[config.mk]
export PLATFORM = sky130hd
export DESIGN_NAME = pipe_stage_reg
export DESIGN_NICKNAME = d
export VERILOG_FILES = /design/src/rtl/pipe_pkg.sv /design/src/rtl/pipe_skid_slot.sv /design/src/rtl/pipe_stage_reg.sv
export SDC_FILE = /design/constraint.sdc
export NUM_CORES = 1
export LEC_CHECK = 0
export BUFFER_PORTS_ARGS = -buffer_cell sky130_fd_sc_hd__clkbuf_2
export CORE_AREA = 8 8 117 86
export CTS_CLUSTER_SIZE = 12
export DETAILED_ROUTE_END_ITERATION = 7
export DIE_AREA = 0 0 125 94
export GPL_TIMING_DRIVEN = 0
export PLACE_DENSITY = 0.84
export SYNTH_ARGS = -nofsm -noshare
export SYNTH_HDL_FRONTEND = slang
export SYNTH_HIERARCHICAL = 1
export SYNTH_SLANG_ARGS = --single-unit
[constraint.sdc]
create_clock -name clk_i -period 1.59 [get_ports clk_i]
set_input_delay 0.2385 -clock clk_i [delete_from_list [all_inputs] [get_ports clk_i]]
set_output_delay 0.2385 -clock clk_i [all_outputs]
set_load 0.005 [all_outputs]
[src/rtl/pipe_pkg.sv]
// Shared definitions for the pipeline-register slice: slot state encoding and sizing helpers.
package pipe_pkg;

    localparam int MAX_STAGES = 4;

    typedef enum logic [1:0] {
        SLOT_EMPTY = 2'd0,
        SLOT_BUSY  = 2'd1,
        SLOT_FULL  = 2'd2
    } slot_state_e;

    function automatic int occ_width(input int stages);
        return $clog2(2 * stages + 1);
    endfunction

endpackage

[src/rtl/pipe_skid_slot.sv]
// One valid/ready pipeline slot. SKID=1 adds a second register so in_ready_o comes straight from a flop;
// SKID=0 is a single register whose ready follows the downstream ready combinationally.
module pipe_skid_slot
    import pipe_pkg::*;
#(
    parameter int PAY_W  = 41,
    parameter int CTRL_W = 4,
    parameter int SKID   = 1
) (
    input  logic             clk_i,
    input  logic             rst_i,
    input  logic             flush_i,
    input  logic             in_valid_i,
    output logic             in_ready_o,
    input  logic [PAY_W-1:0] in_pay_i,
    output logic             out_valid_o,
    input  logic             out_ready_i,
    output logic [PAY_W-1:0] out_pay_o
);

    // Control bits live in the low CTRL_W bits of the payload.
    localparam logic [PAY_W-1:0] CTRL_MASK = {{(PAY_W-CTRL_W){1'b0}}, {CTRL_W{1'b1}}};

    slot_state_e      state_q, state_d;
    logic [PAY_W-1:0] main_q, skid_q;
    logic             accept, drain;
    logic             load_main, load_skid, skid_to_main;

    assign out_valid_o = (state_q != SLOT_EMPTY);
    assign out_pay_o   = main_q;

    generate
        if (SKID != 0) begin : g_skid
            assign in_ready_o = (state_q != SLOT_FULL);
        end else begin : g_noskid
            assign in_ready_o = (state_q == SLOT_EMPTY) || out_ready_i;
        end
    endgenerate

    always_comb begin
        state_d      = state_q;
        load_main    = 1'b0;
        load_skid    = 1'b0;
        skid_to_main = 1'b0;
        accept       = in_valid_i && in_ready_o && !flush_i;
        drain        = out_valid_o && out_ready_i;
        case (state_q)
            SLOT_EMPTY: begin
                if (accept) begin
                    state_d   = SLOT_BUSY;
                    load_main = 1'b1;
                end
            end
            SLOT_BUSY: begin
                if (accept && drain) begin
                    load_main = 1'b1;
                end else if (accept) begin
                    // Only reachable with a skid register: downstream stalled while we accepted.
                    state_d   = SLOT_FULL;
                    load_skid = 1'b1;
                end else if (drain) begin
                    state_d = SLOT_EMPTY;
                end
            end
            SLOT_FULL: begin
                if (drain) begin
                    state_d      = SLOT_BUSY;
                    skid_to_main = 1'b1;
                end
            end
            default: state_d = SLOT_EMPTY;
        endcase
        if (flush_i) begin
            state_d = SLOT_EMPTY;
        end
    end

    always_ff @(posedge clk_i) begin
        if (rst_i) begin
            state_q <= SLOT_EMPTY;
        end else begin
            state_q <= state_d;
        end
    end

    always_ff @(posedge clk_i) begin
        if (rst_i) begin
            main_q <= '0;
            skid_q <= '0;
        end else if (flush_i) begin
            main_q <= main_q & ~CTRL_MASK;
            skid_q <= skid_q & ~CTRL_MASK;
        end else begin
            if (load_main) begin
                main_q <= in_pay_i;
            end else if (skid_to_main) begin
                main_q <= skid_q;
            end
            if (load_skid) begin
                skid_q <= in_pay_i;
            end
        end
    end

endmodule

[src/rtl/pipe_stage_reg.sv]
// Inter-stage pipeline register: a chain of STAGES handshake slots with flush, occupancy count and
// control-bit masking so a bubble never carries live control downstream.
module pipe_stage_reg
    import pipe_pkg::*;
#(
    parameter int DATA_W = 32,
    parameter int CTRL_W = 4,
    parameter int ADDR_W = 5,
    parameter int STAGES = 1,
    parameter int SKID   = 1
) (
    input  logic                         clk_i,
    input  logic                         rst_i,
    input  logic                         flush_i,
    input  logic                         in_valid_i,
    output logic                         in_ready_o,
    input  logic [DATA_W-1:0]            in_data_i,
    input  logic [CTRL_W-1:0]            in_ctrl_i,
    input  logic [ADDR_W-1:0]            in_rd_i,
    output logic                         out_valid_o,
    input  logic                         out_ready_i,
    output logic [DATA_W-1:0]            out_data_o,
    output logic [CTRL_W-1:0]            out_ctrl_o,
    output logic [ADDR_W-1:0]            out_rd_o,
    output logic [occ_width(STAGES)-1:0] occupancy_o
);

    localparam int N     = (STAGES < 1) ? 1 : ((STAGES > MAX_STAGES) ? MAX_STAGES : STAGES);
    localparam int PAY_W = DATA_W + ADDR_W + CTRL_W;
    localparam int OCC_W = occ_width(STAGES);

    logic [N:0]       chain_valid;
    logic [N:0]       chain_ready;
    logic [PAY_W-1:0] chain_pay [N+1];
    logic [OCC_W-1:0] occ_q, occ_d;
    logic             top_accept, top_drain;

    assign chain_valid[0] = in_valid_i;
    assign chain_pay[0]   = {in_data_i, in_rd_i, in_ctrl_i};
    assign chain_ready[N] = out_ready_i;

    generate
        for (genvar gi = 0; gi < N; gi++) begin : g_slot
            pipe_skid_slot #(
                .PAY_W  (PAY_W),
                .CTRL_W (CTRL_W),
                .SKID   (SKID)
            ) u_slot (
                .clk_i       (clk_i),
                .rst_i       (rst_i),
                .flush_i     (flush_i),
                .in_valid_i  (chain_valid[gi]),
                .in_ready_o  (chain_ready[gi]),
                .in_pay_i    (chain_pay[gi]),
                .out_valid_o (chain_valid[gi+1]),
                .out_ready_i (chain_ready[gi+1]),
                .out_pay_o   (chain_pay[gi+1])
            );
        end
    endgenerate

    // Reset masks both handshakes so nothing is seen to transfer while it is asserted.
    assign in_ready_o  = chain_ready[0] && !rst_i;
    assign out_valid_o = chain_valid[N] && !rst_i;
    assign out_data_o  = chain_pay[N][PAY_W-1 -: DATA_W];
    assign out_rd_o    = chain_pay[N][CTRL_W +: ADDR_W];
    assign out_ctrl_o  = out_valid_o ? chain_pay[N][CTRL_W-1:0] : '0;

    assign top_accept = in_valid_i && in_ready_o && !flush_i;
    assign top_drain  = out_valid_o && out_ready_i;

    always_comb begin
        occ_d = occ_q;
        if (flush_i) begin
            occ_d = '0;
        end else if (top_accept && !top_drain) begin
            occ_d = occ_q + OCC_W'(1);
        end else if (!top_accept && top_drain) begin
            occ_d = occ_q - OCC_W'(1);
        end
    end

    always_ff @(posedge clk_i) begin
        if (rst_i) begin
            occ_q <= '0;
        end else begin
            occ_q <= occ_d;
        end
    end

    assign occupancy_o = occ_q;

endmodule
==> results of run 1 <==
-- critical path: cells and delay by family (launching register included) --
family	cells	cell delay, ps
adders and majority gates	1	160
DFF	1	360
AOI/OAI and AO/OA	1	170
and+or+nand+nor	4	820
xor gates and xnor gates	1	140
-- flip-flops by register name, summed over array words and instances (netlist names) --
signal,cells
g_slot.u_slot/out_pay_o,41
g_slot.u_slot/state_q,2
occupancy_o,2
g_slot.u_slot/skid_q,41
-- power breakdown --
part,internal [mW],switching [mW]
Clock,1.29,0.889
Combinational,0.348,0.374
Sequential,2.23,0.0500
-- cell families after synthesis --
| family | share of synthesized area |
|---|---|
| buffers and inverters | 0.05034 |
| AO/OA/AOI/OAI | 0.2189 |
| multiplexers | 0.1091 |
| XOR/XNOR | 0.004548 |
| AND/OR/NAND/NOR | 0.1669 |
| adder cells (fa/ha/maj) | 0.003247 |
| flip-flops | 0.4469 |
-- layout by cell type, fill, tap and decap left out, drive strengths merged, types with 2 or more instances in the layout --
cell type,netlist,routed
nand2b,4,4
nand3b,2,2
or3,3,3
nor3,2,2
o21ai,5,5
nor2,40,40
clkbuf,16,117
nor2b,3,3
buf,17,28
dfxtp,86,86
a21oi,47,47
mux2i,42,42
and2,4,4
nand2,84,84
inv,0,4
xor2,2,2
a211oi,2,2
or2,2,2
a221oi,37,37
-- stage by stage --
step / hold slack [ps] / setup slack (ps)
after floorplan: 301.5 / -32.98
after global placement: 441.0 / -192.9
after detailed placement: 447.7 / -283.3
after CTS: 123.0 / -130.4
after global routing: 123.0 / -203.8
final: 131.3 / -137.1
-- worst paths after layout --
check                              start                           to  slack [ps]  cells after the start
max          g_slot[0].u_slot/state_q[0]               occupancy_o[1]        -140                      7
min                        in_data_i[23]  g_slot[0].u_slot/skid_q[32]         130                      3
max reg2reg  g_slot[0].u_slot/state_q[0]               occupancy_o[1]        -140                      7
min reg2reg   g_slot[0].u_slot/skid_q[7]   g_slot[0].u_slot/skid_q[7]         460                      2
-- routing by layer --
layer	share of wire	wire (um)
met5	0	0
met4	0.012	134
met3	0.065	704
met2	0.46	4941
met1	0.47	5070
-- cell type report --
type / count / area (um2) / area share
flip-flops and latches: 86 / 1729 / 0.3355
clock buffers: 10 / 239.0 / 0.04637
well taps: 105 / 131.4 / 0.02549
repair buffers: 105 / 648.1 / 0.1258
plain buffers: 30 / 269.0 / 0.05220
clock inverters: 6 / 73.82 / 0.01432
multi-input cells: 283 / 2063 / 0.4003
-- timing repair --
item,4_1_cts,5_1_grt
endpoints found under the setup margin,81,78
pin swaps,8,23
buffers inserted,8,3
gates cloned,0,4
resized for setup,21,43
==> metrics, run 1 <==
post-route ant nets=0; Max Clock Skew=13.64 ps; leading register cell type out of synthesis=dfxtp_1; placement-stage cell area=roughly 4500 um2; final hold violation count=0; GR met2 Demand/Resource=0.3082; Port Buffers=90; Longest Clk Path Bufs=2; drt pass-1 iters=4; I/O Pins=about 90; Critical Path Sink Type=flop; placed insts=around 600; critical path's largest stage delay=360 ps; Worst Path Required=~1800 ps; fillcell total=about 660; RSZ-0062 raised after global routing=yes; met3 usage=0.06689; YS warnings=6; min setup slack post-route=-137.1 ps; Slew HR=0.4589; number of clock sinks=86; Yosys top cell area share=0.4469; fin. max-slew vios=0; slowest CP cell=dfxtp_4; Tcrit/Tclk final=1.086; row cnt=28; fin cells=625; setup TNS=-365.0 ps; CTS Hold Bufs=0; CP cell instances=nand2b_4 > nor2b_4 > and3b_2 > ha_4 > xor2_2 > or3_4 > a211oi_2; fin area=approximately 5000 um2; total wire length=roughly 11 mm; height of the die=94 um; # setup viols final=18; HP Class=primary input to flop; Arr. time, crit path=between 1500 and 2000 ps; layout cells sized above 1=0.3962; global-route wire length before repair=roughly 18 mm; Core Box Area=8268 um2; violated checks=setup timing; die area=between 10000 and 15000 um2; die width=~130 um; Clk Latency, worst-skew pair=between 300 and 400 ps; Worst VDD drop=approximately 0.57 mV; syn_area_per_cell=about 9.6 um2; Leakage=approximately 2.1 nW; Syn Inst Count=roughly 400; total power=between 5 and 6 mW; vias in the first global route=3523; most numerous cell in the Yosys netlist=dfxtp_1; register area share after synthesis=0.4469; root buf cell=clkbuf_16; DR vias=~3400; Synth Net Count=449; share of synthesized registers carrying an async set or reset=0; outcome=finished, violations left; GP Congestion=~0.79; final HPWL from detailed placement=7.734 mm; DRC=0; CP Launch Type=flop; H-tree lvl count=3; total gr overflow=0; commonest cells in the netlist=dfxtp_1, nand2_1, a21oi_1; Post-synth EDFFs=0; initial antenna violation count=0; Starting Density=0.4660; worst-margin pin slew=811.6 ps; busiest grt layer=met2; Worst-path clk slew=about 70 ps; CTS tree=yes; met1 usage=0.2212; Area contributors post-synth=dfxtp_1, a221oi_2, mux2i_1; min Tclk post-route=1727 ps; P per Cell Area=1005 nW/um2; library cells used by synthesis=30; WL/cell=around 17 um; Starting DRT DRC Count=183; synthesis-stage register bit count=86; critical path type=flop to flop; Max Clock Freq=~0.58 GHz; overall global routing resource usage=0.1836; via-per-instance ratio=around 5.4; largest net degree at the start of global routing=17; Mapped Area=between 3000 and 4000 um2; # diodes=0; Inserted Clock Buffers=9; Nets=562; post-layout util=0.6233; dominant cell type by area after synthesis=dfxtp_1; Area growth, synth to finish=33.78%; Max FO, Critical Path=6; max-cap violation count=0
No activity file was read; power rests on OpenSTA's default activity.
==> run 2, diff against run 1 <==
--- a/config.mk
+++ b/config.mk
@@ -6,12 +6,12 @@
 export NUM_CORES = 1
 export LEC_CHECK = 0
 export BUFFER_PORTS_ARGS = -buffer_cell sky130_fd_sc_hd__clkbuf_2
-export CORE_AREA = 8 8 117 86
+export CORE_AREA = 8 8 111 83
 export CTS_CLUSTER_SIZE = 12
 export DETAILED_ROUTE_END_ITERATION = 7
-export DIE_AREA = 0 0 125 94
+export DIE_AREA = 0 0 119 91
 export GPL_TIMING_DRIVEN = 0
-export PLACE_DENSITY = 0.84
+export PLACE_DENSITY = 0.88
 export SYNTH_ARGS = -nofsm -noshare
 export SYNTH_HDL_FRONTEND = slang
 export SYNTH_HIERARCHICAL = 1
==> constraint.sdc (replaced) <==
create_clock -name clk_i -period 1.73 [get_ports clk_i]
set_input_delay 0.2595 -clock clk_i [delete_from_list [all_inputs] [get_ports clk_i]]
set_output_delay 0.2595 -clock clk_i [all_outputs]
set_load 0.005 [all_outputs]
==> run 2 against run 1 <==
Effect of this change:
- the flow still finishes with violations (setup timing)
- maximum frequency decreased by 1.8%
- clock-buffer cell count decreased by 1
- first-iteration DRC count up 20%
- critical path type unchanged
- critical endpoint unchanged
- largest power group unchanged
==> metrics, run 2 (same netlist as run 1, synthesis figures left out) <==
total wire length=10.15 mm (-6.4%); Port Buffers=90 (unchanged); Max FO, Critical Path=7 (+1); number of clock sinks=86 (unchanged); Tcrit/Tclk final=1.016 (-0.06982); max-cap violation count=0 (unchanged); vias in the first global route=3466 (-1.6%); HP Class=primary input to flop; drt pass-1 iters=4 (unchanged); # diodes=0 (unchanged); root buf cell=clkbuf_8; met2 wire len=4.949 mm (+0.16%); RSZ-0062 raised after global routing=yes; Max Clock Skew=16.18 ps (+2.540 ps); WL/cell=16.40 um (-5.5%); Clk Latency, worst-skew pair=370 ps (+30 ps); critical path type=flop to flop; row cnt=27 (-3.6%); P per Cell Area=840.7 nW/um2 (-16%); share of power burned in the clock network=0.333 (-0.087); Psw=1.153 mW (-12%); layout cells sized above 1=0.3784 (-0.01778); commonest non-fill, non-tap cell in the layout=clkbuf_2; Starting Density=0.5114 (+0.04543); H-tree lvl count=3 (unchanged); final hold violation count=0 (unchanged); Worst-path clk slew=100 ps (+30 ps); via-per-instance ratio=5.464 (+1.4%); CTS tree=yes; most frequent cells in the layout=clkbuf_2, dfxtp_1, nand2_1; WL met1=4.365 mm (-14%); worst-margin pin slew=835.8 ps (+24.15 ps); setup TNS=-28.43 ps (+336.6 ps); Nets=560 (-0.36%); Int Power=2.882 mW (-25%); height of the die=91 um (-3.2%); Inserted Clock Buffers=9 (unchanged); final HPWL from detailed placement=7.431 mm (-3.9%); initial antenna violation count=0 (unchanged); Area growth, synth to finish=24.59%; logic gate share of total power=0.148 (+0.009); DRC=0 (unchanged); DR vias=3382 (+0.39%); Starting DRT DRC Count=220 (+20%); post-route ant nets=0 (unchanged); die area=10830 um2 (-7.8%); Critical Path Sink Type=flop; post-layout util=0.6371 (+0.01377); min Tclk post-route=1758 ps (+31.28 ps); Worst Path Required=2010 ps (+170 ps); Slew HR=0.4428 (-0.01610); Core Box Area=7533 um2 (-8.9%); CP Launch Type=flop; Max Clock Freq=0.5687 GHz (-1.8%); Highest Signal Layer=met4; sequential share of power=0.519 (+0.078); met3 routed WL=662 um (-6.0%); overall global routing resource usage=0.1874 (+0.003802); Longest Clk Path Bufs=2 (unchanged); min setup slack post-route=-28.43 ps (+108.7 ps); global-route wire length before repair=16.66 mm (-5.0%); total gr overflow=0 (unchanged); GP Congestion=0.7988 (+0.88%); Switching Share=0.2858 (+0.03236); outcome=finished, violations left; fin. max-slew vios=0 (unchanged); Worst VDD drop=0.4308 mV (-24%); Leakage=1.918 nW (-7.5%); I/O Pins=91 (unchanged); # setup viols final=1 (-17); die width=119 um (-4.8%); Arr. time, crit path=2040 ps (+60 ps); violated checks=setup timing; largest net degree at the start of global routing=18 (+1)
[run 2: layout make-up]
cell class	instances	area (um2)
plain buffers	33	221.5
clock buffers	9	123.9
clock inverters	7	62.56
fillers	605	2734
multi-input cells	283	2011
flip-flops and latches	86	1729
well taps	101	126.4
repair buffers	100	525.5
[run 2: worst paths after layout]
kind	slack, ps	depth (start not counted)	endpoint	from
max	-30	7	occupancy_o[1]	g_slot[0].u_slot/state_q[0]
min	120	3	g_slot[0].u_slot/skid_q[31]	in_data_i[22]
max reg2reg	-30	7	occupancy_o[1]	g_slot[0].u_slot/state_q[0]
min reg2reg	460	2	g_slot[0].u_slot/skid_q[39]	g_slot[0].u_slot/skid_q[39]
[run 2: per-layer routing]
metal  track usage  up-vias
met5             0        -
met4       0.07450        0
met3       0.05875       14
met2        0.3238      102
met1        0.2116     1627
li1              -     1639
[run 2: power by group through the flow]
| stage | clock (mW) | combinational, mW | sequential, mW |
|---|---|---|---|
| finish | 1.34 | 0.596 | 2.10 |
| floorplan | 0 | 0.335 | 2.14 |
| global route | 1.47 | 0.644 | 2.10 |
| detailed placement | 0 | 0.547 | 2.14 |
| CTS | 1.36 | 0.569 | 2.10 |
| global placement | 0 | 0.532 | 2.14 |
[run 2: per-stage QoR]
stage	power (mW)	instance area [um2]	hold slack (ps)	setup WS (ps)	std cells
5_1_grt	4.214	4800	106.4	-86.66	619
6_report	4.035	4800	118.7	-28.43	619
3_5_place_dp	2.690	4432	448.2	-175.5	593
2_1_floorplan	2.474	3855	332.3	6.620	402
3_3_place_gp	2.670	4432	441.4	-79.29	593
4_1_cts	4.026	4716	104.3	-17.28	612
[run 2: critical path, cell delays in order, from the launching register on]
cell and delay [ps]:
dfxtp_4 370, nand2b_4 150, nor2b_4 120, and3b_2 220, ha_4 160, xor2_2 150, or3_4 330, a211oi_2 180
[run 2: repair_timing]
item	CTS	global route
setup buffers	3	7
resized for setup	19	16
setup endpoints to repair	36	57
pin swaps	4	4
hold buffers	0	0
==> run 3, diff against run 2 <==
--- a/config.mk
+++ b/config.mk
@@ -6,13 +6,12 @@
 export NUM_CORES = 1
 export LEC_CHECK = 0
 export BUFFER_PORTS_ARGS = -buffer_cell sky130_fd_sc_hd__clkbuf_2
-export CORE_AREA = 8 8 111 83
+export CORE_AREA = 8 8 115 85
 export CTS_CLUSTER_SIZE = 12
 export DETAILED_ROUTE_END_ITERATION = 7
-export DIE_AREA = 0 0 119 91
+export DIE_AREA = 0 0 123 93
 export GPL_TIMING_DRIVEN = 0
-export PLACE_DENSITY = 0.88
+export PLACE_DENSITY = 0.84
 export SYNTH_ARGS = -nofsm -noshare
 export SYNTH_HDL_FRONTEND = slang
-export SYNTH_HIERARCHICAL = 1
 export SYNTH_SLANG_ARGS = --single-unit
==> run 3 against run 2 <==
Effect of this change:
- the flow now finishes without violations
- critical path depth is 2 lower
- synthesized area is 8.4% higher
- maximum frequency is 8.8% higher
- register-to-register slack better by 150 ps
- critical path type is now flop to output pin
- highest routed layer unchanged
- final cell count is 6.5% higher
- utilization is 0.23 points lower
- clock skew is 10 ps lower
- clock power is 54% higher
==> metrics, run 3 <==
overall global routing resource usage=0.1802 (-0.007225); HP Class=primary input to flop; final HPWL from detailed placement=7.543 mm (+1.5%); vias in the first global route=3507 (+1.2%); CP delay by family, top=flip-flops; worst-margin pin slew=816.0 ps (-19.77 ps); global-route wire length before repair=16.44 mm (-1.3%); syn_area_per_cell=9.404 um2 (-1.9%); Starting DRT DRC Count=217 (-1.4%); Slew HR=0.4560 (+0.01318); drt pass-1 iters=4 (unchanged); commonest cells in the netlist=dfxtp_1, nand2_1, a21oi_1; total power=4.809 mW (+19%); Int Power=3.644 mW (+26%); number of clock sinks=86 (unchanged); Port Buffers=87 (-3.3%); register area share after synthesis=0.4123 (-0.03455); I/O Pins=91 (unchanged); Worst VDD drop=0.6140 mV (+43%); Leakage=2.161 nW (+13%); slowest CP cell=dfxtp_4; synthesis-stage register bit count=86 (unchanged); Nets=596 (+6.4%); P per Cell Area=932.1 nW/um2 (+11%); outcome=finished, final reports clean; Syn Inst Count=444 (+10%); Post-synth EDFFs=0 (unchanged); CTS tree=yes; fin. max-slew vios=0 (unchanged); # setup viols final=0 (-1); post-route ant nets=0 (unchanged); root buf cell=clkbuf_16; Max Clock Freq=0.6185 GHz (+8.8%); share of synthesized registers carrying an async set or reset=0 (unchanged); via-per-instance ratio=5.202 (-4.8%); Yosys top cell area share=0.4123 (-0.03455); CP cell instances=nor2_1 > nor2_2 > buf_4 > and2_1 > clkbuf_2; Critical Path Sink Type=output pin; Core Box Area=8128 um2 (+7.9%); Inserted Clock Buffers=9 (unchanged); total gr overflow=0 (unchanged); YS warnings=0 (-6); Area contributors post-synth=dfxtp_1, a221oi_2, mux2i_1; critical path type=flop to output pin; commonest non-fill, non-tap cell in the layout=clkbuf_2; leading register cell type out of synthesis=dfxtp_1; Max FO, Critical Path=7 (unchanged); Clk Latency, worst-skew pair=340 ps (-30 ps); row cnt=28 (+3.7%); Psw=1.165 mW (+1.0%); die width=123 um (+3.4%); layout cells sized above 1=0.4079 (+0.02956); initial antenna violation count=0 (unchanged); total wire length=10.35 mm (+2.0%); Switching Share=0.2422 (-0.04359); largest net degree at the start of global routing=16 (-2); WL/cell=15.71 um (-4.2%); height of the die=93 um (+2.2%); Arr. time, crit path=1360 ps (-680 ps); worst hold margin=151.5 ps (+32.79 ps); most frequent cells in the layout=clkbuf_2, nand2_1, dfxtp_1; RSZ-0062 raised after global routing=no; min Tclk post-route=1617 ps (-141.6 ps); CP Launch Type=flop; DRC=0 (unchanged); final hold violation count=0 (unchanged); Worst Path Required=1470 ps (-540 ps); H-tree lvl count=3 (unchanged); dominant cell type by area after synthesis=dfxtp_1; DR vias=3428 (+1.4%); critical path's largest stage delay=410 ps (+40 ps); logic gate share of total power=0.133 (-0.015); Critical path buffers and inverters=2 (+2); Starting Density=0.5137 (+0.002324); die area=11440 um2 (+5.6%); share of power burned in the clock network=0.431 (+0.098); CTS Hold Bufs=0 (unchanged); Mapped Area=4175 um2 (+8.4%); GP Congestion=0.8351 (+4.5%); Tcrit/Tclk final=0.9346 (-0.08183); Longest Clk Path Bufs=2 (unchanged); sequential share of power=0.436 (-0.083); Max Clock Skew=6.040 ps (-10.14 ps); # diodes=0 (unchanged); fillcell total=663 (+9.6%); library cells used by synthesis=30 (unchanged); Worst-path clk slew=60 ps (-40 ps); max-cap violation count=0 (unchanged); Area growth, synth to finish=23.58%; Synth Net Count=491 (+9.4%)
==> run 3: cell types whose count changed in the layout (fill, tap and decap cells not counted), moves of 3 or more <==
| cell | before | now |
|---|---|---|
| buf_4 | 13 | 48 |
| clkbuf_8 | 9 | 2 |
| buf_2 | 5 | 9 |
| clkbuf_16 | 0 | 9 |
| nand2_1 | 83 | 86 |
| nor2_1 | 39 | 42 |
| a21oi_1 | 46 | 49 |
| clkbuf_2 | 97 | 90 |
==> run 3: timing repair <==
action	in CTS	in global routing
gates cloned	0	0
buffers inserted	5	2
endpoints found under the setup margin	38	12
pin swaps	2	1
gates resized for setup	3	5
==> run 3: cells by family (layout without fill, tap and decap cells) <==
kind of cell	Yosys count	after routing	synth area share
DFF	86	86	0.4123
buffers and inverters	73	183	0.1232
muxes	41	41	0.09829
and+or+nand+nor	148	148	0.1576
AOI/OAI and AO/OA	93	93	0.2014
xor gates and xnor gates	2	2	0.004196
adders and majority gates	1	1	0.002996
==> run 3: layer usage <==
layer	wire length (um)	track usage	vias up	share of wire
met5	0	0	-	0
met4	52	0.04096	0	0.0050
met3	794	0.06382	10	0.077
met2	4853	0.3002	80	0.47
met1	4653	0.2192	1630	0.45
li1	-	-	1708	-
==> run 3: area by class of cell <==
| type | instances | area, um2 | share of cell area |
|---|---|---|---|
| Clock inverter | 7 | 96.34 | 0.01867 |
| Buffer | 72 | 534.3 | 0.1035 |
| Multi-Input combinational cell | 285 | 1954 | 0.3788 |
| Sequential cell | 86 | 1727 | 0.3346 |
| Inverter | 1 | 3.754 | 0.0007274 |
| Clock buffer | 9 | 225.2 | 0.04365 |
| Tap cell | 105 | 131.4 | 0.02546 |
| Timing Repair Buffer | 94 | 488.0 | 0.09457 |
==> run 3: through the flow <==
stage	worst slack (ps)	util	instance area, um2	setup TNS (ps)	instances
6_report	113.1	0.6349	5160	0	659
5_1_grt	40.36	0.6349	5160	0	659
4_1_cts	14.80	0.6318	5135	0	657
3_5_place_dp	-173.1	0.5870	4771	-2729	636
2_1_floorplan	2.745	-	4204	0	444
3_3_place_gp	-130.3	0.5870	4771	-1384	636
==> run 3: power by group through the flow <==
| stage | Clock, mW | Combinational (mW) | Sequential [mW] |
|---|---|---|---|
| floorplan | 0 | 0.437 | 2.13 |
| detailed placement | 0 | 0.635 | 2.14 |
| CTS | 2.10 | 0.642 | 2.10 |
| global route | 2.20 | 0.693 | 2.10 |
| finish | 2.07 | 0.640 | 2.10 |
| global placement | 0 | 0.616 | 2.14 |
==> run 3: path summary, 6_finish.rpt <==
| kind | slack, ps | startpoint | cells after the start | end |
|---|---|---|---|---|
| min | 150 | in_data_i[20] | 3 | g_slot[0].u_slot.skid_q[29] |
| min reg2reg | 450 | g_slot[0].u_slot.skid_q[4] | 2 | g_slot[0].u_slot.skid_q[4] |
| max reg2reg | 120 | g_slot[0].u_slot.state_q[0] | 6 | g_slot[0].u_slot.skid_q[28] |
| max | 110 | g_slot[0].u_slot.state_q[0] | 5 | out_ctrl_o[3] |
==> run 3: worst min-delay path: cells and delay by family <==
kind | cells | cell delay (ps)
compound gates | 1 | 50
buf+inv | 1 | 90
simple gates | 1 | 50
